File: src/rtl/cmd_stream_gen.sv
// cmd_stream_gen: scripted command-word generator feeding the host-to-core FIFO write port.
module cmd_stream_gen #(
  parameter int fifo_widthu = 13,
  parameter int data_width = 32,
  parameter int headroom = 4,
  parameter int count_width = 16
) (
  input  logic                   clk,
  input  logic                   resetn,
  input  logic                   start,
  input  logic [1:0]             mode,
  input  logic [data_width-1:0]  seed,
  input  logic [count_width-1:0] count,
  input  logic [7:0]             rounds,
  input  logic                   abort,
  input  logic [fifo_widthu:0]   fifo_usedw,
  output logic                   fifo_wren,
  output logic [data_width-1:0]  fifo_data,
  output logic                   busy,
  output logic                   done,
  output logic                   err,
  output logic [31:0]            words_sent
);
  localparam int pw = data_width - 6;
  localparam logic [data_width-1:0] tail0_w = data_width'(1) << (data_width - 5);
  localparam logic [data_width-1:0] tail1_w = tail0_w | (data_width'(1) << (data_width - 12));
  localparam logic [data_width-1:0] go_w = data_width'(1) << (data_width - 1);
  localparam logic [fifo_widthu-1:0] lim = fifo_widthu'(2 ** fifo_widthu - headroom);
  typedef enum logic [2:0] {IDLE, HDR, BODY, TAIL0, TAIL1, GO, DONE} state_t;
  state_t state, state_n;
  logic [1:0] mode_q;
  logic [data_width-1:0] seed_q, word, incr_w;
  logic [count_width-1:0] count_q, idx;
  logic [7:0] rounds_q, rnd;
  logic space, accept, wr, last_idx, last_rnd;
  assign space = ~fifo_usedw[fifo_widthu] & (fifo_usedw[fifo_widthu-1:0] < lim);
  assign accept = (state == IDLE) & start & ~abort & (mode != 2'd3);
  assign last_idx = idx == count_q - count_width'(1);
  assign last_rnd = rnd == rounds_q - 8'd1;
  // payload arithmetic is confined to the low field so the opcode never sees a carry
  assign incr_w = {seed_q[data_width-1:pw], seed_q[pw-1:0] + pw'(idx) + pw'(mode_q == 2'd2)};
  always_ff @(posedge clk or negedge resetn)
    if (!resetn) state <= IDLE;
    else state <= state_n;
  always_comb begin
    state_n = state;
    wr = 1'b0;
    word = fifo_data;
    case (state)
      IDLE: if (accept) state_n = mode == 2'd2 ? HDR : count == '0 ? DONE : BODY;
      HDR: if (space) begin
        wr = 1'b1;
        word = seed_q;
        state_n = count_q == '0 ? TAIL0 : BODY;
      end
      BODY: if (space) begin
        wr = 1'b1;
        word = mode_q == 2'd0 ? seed_q : incr_w;
        state_n = !last_idx ? BODY : mode_q == 2'd2 ? TAIL0 : DONE;
      end
      TAIL0: if (space) begin
        wr = 1'b1;
        word = tail0_w;
        state_n = TAIL1;
      end
      TAIL1: if (space) begin
        wr = 1'b1;
        word = tail1_w;
        state_n = GO;
      end
      GO: if (space) begin
        wr = 1'b1;
        word = go_w;
        state_n = last_rnd ? DONE : HDR;
      end
      DONE: state_n = IDLE;
      default: state_n = IDLE;
    endcase
    if (abort && state != IDLE) begin
      state_n = IDLE;
      wr = 1'b0;
    end
  end
  always_ff @(posedge clk or negedge resetn)
    if (!resetn) begin
      fifo_wren <= 1'b0;
      fifo_data <= '0;
      busy <= 1'b0;
      done <= 1'b0;
      err <= 1'b0;
      words_sent <= '0;
      mode_q <= '0;
      seed_q <= '0;
      count_q <= '0;
      rounds_q <= '0;
      idx <= '0;
      rnd <= '0;
    end else begin
      fifo_wren <= wr;
      if (wr) fifo_data <= word;
      busy <= ~abort & (state != IDLE) & (state != DONE);
      done <= ~abort & (state == DONE);
      if (state == IDLE && start && !abort) err <= mode == 2'd3;
      words_sent <= accept ? 32'd0 : words_sent + 32'(wr);
      if (accept) begin
        mode_q <= mode;
        seed_q <= seed;
        count_q <= count;
        rounds_q <= rounds == 8'd0 ? 8'd1 : rounds;
        idx <= '0;
        rnd <= '0;
      end else if (wr) begin
        if (state == HDR) idx <= '0;
        if (state == BODY) idx <= idx + count_width'(1);
        if (state == GO) rnd <= rnd + 8'd1;
      end
    end
endmodule
File: config.mk
export PLATFORM = sky130hd
export DESIGN_NAME = cmd_stream_gen
export DESIGN_NICKNAME = d
export VERILOG_FILES = /design/src/rtl/cmd_stream_gen.sv
export SDC_FILE = /design/constraint.sdc
export NUM_CORES = 1
export LEC_CHECK = 0
export CORE_ASPECT_RATIO = 1.5
export CORE_MARGIN = 2
export CORE_UTILIZATION = 50
export CTS_BUF_LIST = sky130_fd_sc_hd__clkbuf_4
export CTS_CLUSTER_SIZE = 28
export DETAILED_ROUTE_END_ITERATION = 8
export PLACE_DENSITY = 0.88
export SYNTH_ARGS = -nofsm -noshare
export SYNTH_HDL_FRONTEND = slang
export SYNTH_SLANG_ARGS = --single-unit
File: constraint.sdc
create_clock -name clk -period 3.9 [get_ports clk]
set_input_delay 0.585 -clock clk [delete_from_list [all_inputs] [get_ports clk]]
set_output_delay 0.585 -clock clk [all_outputs]
set_load 0.005 [all_outputs]
==> results of run 1 <==
[placed cells by master, fill, tap and decap left out, types with 11 or more instances in the layout]
master,Yosys,routed
a21oi_1,29,28
a31oi_1,14,14
and3_1,21,21
clkbuf_4,0,17
clkdlybuf4s50_1,0,140
dfrtp_1,153,153
ha_1,23,23
inv_1,23,23
nand2_1,225,225
nand3_1,36,36
nand4_1,33,33
nor2_1,106,106
nor3_1,17,17
nor4_1,14,14
o21ai_0,63,63
o31ai_1,11,11
xnor2_1,34,34
xor2_1,42,42
[worst min path at each step]
| stage | start | cells past startpoint | endpoint |
|---|---|---|---|
| 2_1_floorplan | resetn | 0 | busy |
| 3_3_place_gp | seed_q[29] | 2 | seed_q[29] |
| 3_5_place_dp | seed_q[30] | 2 | seed_q[30] |
| 4_1_cts | resetn | 1 | words_sent[3] |
| 5_1_grt | resetn | 1 | words_sent[3] |
| 6_report | resetn | 1 | words_sent[27] |
[worst register-to-register path, cell delays in order, from the launching register on]
cell	delay [ns]
dfrtp_1	0.36
buf_4	0.20
inv_1	0.15
ha_1	0.23
or3_1	0.30
a32oi_1	0.28
or2_1	0.16
inv_1	0.06
ha_1	0.21
ha_1	0.23
nand4_1	0.13
nor2_1	0.06
buf_4	0.15
nand3_1	0.16
nor2_1	0.11
nand4_1	0.12
xor2_1	0.14
nor2_1	0.05
[per-layer routing]
metal	global-route usage [%]	vias to the layer above
li1	-	3819
met1	26.4	3771
met2	43.2	258
met3	5.22	54
met4	11.2	0
met5	0	-
[power by group through the flow]
| stage | logic [mW] | clock network, mW | registers [mW] |
|---|---|---|---|
| 2_1_floorplan | 1.73 | 0 | 2.43 |
| 3_3_place_gp | 2.49 | 0 | 2.55 |
| 3_5_place_dp | 2.58 | 0 | 2.57 |
| 4_1_cts | 2.59 | 1.04 | 2.54 |
| 5_1_grt | 2.90 | 1.10 | 2.61 |
| 6_report | 2.59 | 1.00 | 2.54 |
[area by class of cell]
cell class | instances | area share (%)
diodes | 1 | 0.0236
clock buffers | 17 | 1.20
clock inverters | 15 | 1.55
inverters | 24 | 0.849
multi-input cells | 795 | 43.4
flip-flops and latches | 153 | 36.1
well taps | 213 | 2.51
repair buffers | 153 | 14.4
[sequential cells by signal, summed over array words and instances, names as in the netlist, 2 cells and up]
register and cells:
idx 16, seed_q 32, count_q 16, words_sent 32
rnd 8, mode_q 2, state 3, rounds_q 8
fifo_data 32
[kinds of logic after synthesis]
logic type | count (synthesis) | synth area share [%]
xor gates and xnor gates | 76 | 7.66
adders and majority gates | 25 | 3.77
buffers and inverters | 72 | 3.14
DFF | 153 | 44.1
muxes | 9 | 1.07
AOI/OAI and AO/OA | 181 | 13.6
and+or+nand+nor | 504 | 26.7
==> out/qor.yml, run 1 <==
grt:
  grt.overflow.total: 0
  grt_pass1_vias: 7760
  grt_max_degree: 98
  grtUsageTotal_pct: 23.8
  grt_pass1_wl_microns: 35900
  antenna_found_initial: 1
sta:
  worst_pin_slew_ns: 0.857
  finalCriticalPeriod_ns: 3.24
  fmax_mhz: 309
  rsz0062_at_grt: "no"
  max-slew-margin-rel_pct: 42.7
  fin_skew_ns: 0.0263
  finalSetupViolCount: 0
  period_share_pct: 83.0
  hold_ws_ns: 0.0782
  worst_slack_ns: 0.661
  drv_slew: 0
  setup_tns_ns: 0
  finalHoldViolations: 0
outcome:
  outcome: "complete, no violations"
cts:
  clock_latency_ns: 0.57
  cts_setup_buffers: 0
  clock_path_buffers: 2
  ctsHoldBuffers: 0
  cts.htree.levels: 4
  cts.sinks: 153
  post_cts_resized: 0
  clk_pin_slew_ns: 0.14
  root_buffer: "clkbuf_4"
  cts_tree: "built"
  numCtsBuffers: 17
power_and_ir_drop:
  power_mw: 6.13
  p_sw_share_pct: 40.7
  power_frac_comb_pct: 42.2
  max-vdd-ir-drop_v: 0.000393
  power_frac_seq_pct: 41.4
  netSwitchingPower_mw: 2.50
  pwr_density_cell_nw_per_um2: 578
  cell_internal_pwr_mw: 3.64
  clkPwrFrac_pct: 16.4
  p_leak_nw: 4.74
worst_setup_path:
  endpoint: "words_sent[30]"
  critical_path.cell_chain: "buf_4 -> inv_1 -> ha_1 -> or3_1 -> a32oi_1 -> or2_1 -> inv_1 -> ha_1 -> ha_1 -> nand4_1 -> nor2_1 -> buf_4 -> nand3_1 -> nor2_1 -> nand4_1 -> xor2_1 -> nor2_1"
  reg2reg_from: "state[1]"
  cp-end-kind: "flip-flop"
  crit_type: "reg2reg"
  crit_path_top_delay_cell: "dfrtp_1"
  cp.depth: 17
  critPathLaunch: "state[1]"
  reg2reg_to: "words_sent[30]"
  r2r_cells: 17
  arrival_ns: 3.67
  max_stage_delay_ns: 0.36
  reg2reg_slack_ns: 0.66
  crit_buf_inv: 4
  worstPathRequired_ns: 4.33
  worstPathMaxFanout: 18
  cp-start-kind: "flip-flop"
  crit_family: "simple AND/OR/NAND/NOR gates"
placed_design:
  place_congestion: 0.954
  dp_cells: 1338
  post_dp_cell_area_sq_um: 10300
  post-dp-hpwl_microns: 15700
  dp_slack_ns: 0.502
  port_buffers: 141
routing:
  dr_wl_met3_microns: 1220
  top_layer_used: "met4"
  wl_met2_microns: 11300
  viasPerCell: 5.76
  ant_nets: 0
  wl_per_cell_microns: 15.7
  firstDrtPassIters: 5
  vias: 7902
  wl_microns: 21500
  drtIter0Drc: 463
  wl_met1_microns: 8330
  drc: 0
yosys:
  syn_area_sq_um: 8690
  synth_top_area_share_pct: 44.1
  synth_area_leaders: "dfrtp_1 44%, nand2_1 9.7%, nor2_1 4.6%, xor2_1 4.2%, o21ai_0 3.6%"
  ys.warnings.count: 0
  synth.avg_cell_area_sq_um: 8.52
  ys.flop_type: "dfrtp_1"
  synth.most_common_cell: "nand2_1"
  synth_edf_count: 0
  ys_seq_elements: 153
  ys_types: 66
  syn_nets: 1121
  yosys.area.top_type: "dfrtp_1"
  synth_seq_area_share_pct: 44.1
  synthArstFlopShare_pct: 100
  synth_common_cells: "225 x nand2_1, 153 x dfrtp_1, 106 x nor2_1"
  syn_inst: 1020
layout:
  final_area_sq_um: 10600
  nFillCells: 1429
  multiInputGateArea_sq_um: 4600
  syn_to_final_growth_pct: 22.1
  drive_above_1_share_pct: 5.19
  final_cells: 1371
  final_util_pct: 61.7
  final-seq-area_sq_um: 3830
  final_nets: 1245
floorplanning:
  initial_core_util_pct: 50.5
  core_sq_um: 17200
  die_y_microns: 165
  core.rowCount: 59
  die_w_microns: 112
  die_area_sq_um: 18500
  io_pins: 144
hold_path:
  hold_class: "in2async"
job:
  drv_cap: 0
Note: power is estimated with default switching activity, not from simulation.
==> run 2: changes to the inputs <==
Clock period 3.9 ns to 2.6 ns, I/O delays scaled along.
==> out/qor.yml, run 2 (same netlist as run 1, synthesis figures left out) <==
routing:
  wl_microns: 25000  # +16%
  firstDrtPassIters: 6  # +1
  drc: 0  # unchanged
  vias: 8523  # +7.9%
  ant_nets: 0  # unchanged
  viasPerCell: 5.86  # +1.7%
  drtIter0Drc: 590  # +27%
  wl_per_cell_microns: 17.2  # +9.5%
grt:
  grtUsageTotal_pct: 26.2  # +2.5 points
  grt_pass1_vias: 8387  # +8.1%
  antenna_found_initial: 1  # unchanged
  grt_max_degree: 73  # -26%
  grt.overflow.total: 0  # unchanged
  grt_pass1_wl_microns: 39200  # +9.3%
placed_design:
  port_buffers: 141  # unchanged
  post-dp-hpwl_microns: 17800  # +13%
  dp_cells: 1402  # +4.8%
  place_congestion: 0.969  # +1.6%
layout:
  final_cells: 1454  # +6.1%
  final_common_cell: "nand2_1"
  final_util_pct: 68.0  # +6.4 points
  nFillCells: 1299  # -9.1%
  mostFrequentLayoutCells: "223 x nand2_1, 152 x dfrtp_1, 140 x clkdlybuf4s50_1, 99 x nor2_1, 88 x buf_4"
  biggestRegsByFlops: "fifo_data: 32 flops, seed_q: 32 flops, words_sent: 32 flops"
  final_nets: 1328  # +6.7%
  final-seq-area_sq_um: 3830  # about the same
  multiInputGateArea_sq_um: 4990  # +8.6%
  syn_to_final_growth_pct: 34.6
  drive_above_1_share_pct: 16.7  # +12 points
floorplanning:
  core_sq_um: 17200  # unchanged
  die_w_microns: 112  # unchanged
  die_area_sq_um: 18500  # unchanged
  initial_core_util_pct: 50.5  # unchanged
  die_y_microns: 165  # unchanged
  io_pins: 144  # unchanged
  core.rowCount: 59  # unchanged
sta:
  worst_pin_slew_ns: 0.710  # -0.147 ns
  worst_slack_ns: -0.181  # -0.842 ns
  fin_skew_ns: 0.0153  # -0.0110 ns
  fmax_mhz: 360  # +16%
  finalHoldViolations: 0  # unchanged
  max-slew-margin-rel_pct: 52.2  # +9.6 points
  rsz0062_at_grt: "yes"
  period_share_pct: 107  # +24 points
  finalCriticalPeriod_ns: 2.78  # -0.458 ns
  drv_slew: 0  # unchanged
  hold_ws_ns: 0.317  # +0.239 ns
  finalSetupViolCount: 14  # +14
worst_setup_path:
  cp-end-kind: "flip-flop"
  r2r_cells: 14  # -3
  cp-start-kind: "flip-flop"
  critical_path.cell_chain: "clkinv_4 -> ha_4 -> or3_4 -> a32oi_2 -> or2_1 -> inv_2 -> ha_4 -> ha_4 -> nand4_1 -> nor2_4 -> nand3_4 -> buf_4 -> o21ai_0 -> a21oi_2"
  reg2reg_to: "words_sent[22]"
  reg2reg_slack_ns: -0.18  # -0.84 ns
  arrival_ns: 3.25  # -0.42 ns
  critPathLaunch: "state[1]"
  endpoint: "words_sent[22]"
  worst_path_most_repeated_cell: "ha_4"
  crit_path_top_delay_cell: "dfrtp_2"
  worstPathMaxFanout: 5  # -13
  crit_type: "reg2reg"
  reg2reg_from: "state[1]"
  max_stage_delay_ns: 0.47  # +0.11 ns
  worstPathRequired_ns: 3.07  # -1.26 ns
power_and_ir_drop:
  power_frac_seq_pct: 36.7  # -4.7 points
  pwr_density_cell_nw_per_um2: 882  # +53%
  power_frac_comb_pct: 46.4  # +4.2 points
  max-vdd-ir-drop_v: 0.000526  # +34%
  netSwitchingPower_mw: 4.07  # +63%
  p_leak_nw: 5.29  # +11%
  p_sw_share_pct: 39.5  # -1.2 points
  clkPwrFrac_pct: 16.9  # +0.5 points
  cell_internal_pwr_mw: 6.25  # +72%
cts:
  clk_pin_slew_ns: 0.13  # about the same
  numCtsBuffers: 17  # unchanged
  cts_tree: "built"
  root_buffer: "clkbuf_4"
  cts.htree.levels: 4  # unchanged
  clock_path_buffers: 2  # unchanged
  clock_latency_ns: 0.59  # +0.02 ns
  cts.sinks: 153  # unchanged
outcome:
  violations: "setup timing"
  outcome: "complete, but fails checks"
job:
  drv_cap: 0  # unchanged
hold_path:
  hold_class: "in2reg"
[run 2: final cells by class]
class	count	share of cell area, %
Sequential cell	153	32.7
Multi-Input combinational cell	795	42.7
Antenna cell	1	0.0214
Clock inverter	13	1.72
Tap cell	213	2.28
Timing Repair Buffer	236	18.5
Inverter	24	0.813
Clock buffer	19	1.22
[run 2: worst min path at each step]
| stage | from | to | slack (ns) | depth (start not counted) |
|---|---|---|---|---|
| 2_1_floorplan | resetn | busy | 0.09 | 0 |
| 3_3_place_gp | resetn | seed_q[24] | 0.42 | 1 |
| 3_5_place_dp | resetn | seed_q[24] | 0.42 | 1 |
| 4_1_cts | seed[11] | seed_q[11] | 0.30 | 3 |
| 5_1_grt | seed[26] | seed_q[26] | 0.32 | 3 |
| 6_report | seed[11] | seed_q[11] | 0.32 | 3 |
[run 2: repair_timing]
action                     CTS  global route
hold buffers                 1             0
setup endpoints to repair   29            45
hold endpoints to repair    64             0
pin swaps                   11            47
resized for setup           22            58
setup buffers                7            13
[run 2: worst max-delay path: cells and delay by family (launching register included)]
family / cells / cell delay, ns
AOI/OAI and AO/OA: 3 / 0.47
adders and majority gates: 3 / 0.43
buffers and inverters: 3 / 0.33
DFF: 1 / 0.47
and+or+nand+nor: 5 / 0.98
[run 2: layer usage]
layer,GRT usage (%),part of all wire (%),vias up
met5,0,0,-
met4,13.1,3.6,0
met3,5.07,5.3,81
met2,49.2,55,339
met1,28.0,37,4114
li1,-,-,3989
[run 2: through the flow]
stage / setup slack, ns / TNS, ns / area [sq um] / power [mW]
after detailed placement: -0.394 / -8.03 / 10900 / 8.18
after global placement: -0.270 / -5.76 / 10900 / 7.98
final: -0.181 / -0.987 / 11700 / 10.3
after CTS: -0.0116 / -0.0249 / 11300 / 10.0
after floorplan: -0.327 / -3.73 / 8800 / 6.32
after global routing: -0.240 / -3.46 / 11700 / 11.0
[run 2: power by group through the flow]
stage / Combinational (mW) / Sequential (mW) / Clock (mW)
after floorplan: 2.67 / 3.65 / 0
after global placement: 4.21 / 3.77 / 0
after detailed placement: 4.38 / 3.80 / 0
after CTS: 4.50 / 3.75 / 1.77
after global routing: 5.25 / 3.89 / 1.86
final: 4.79 / 3.79 / 1.75
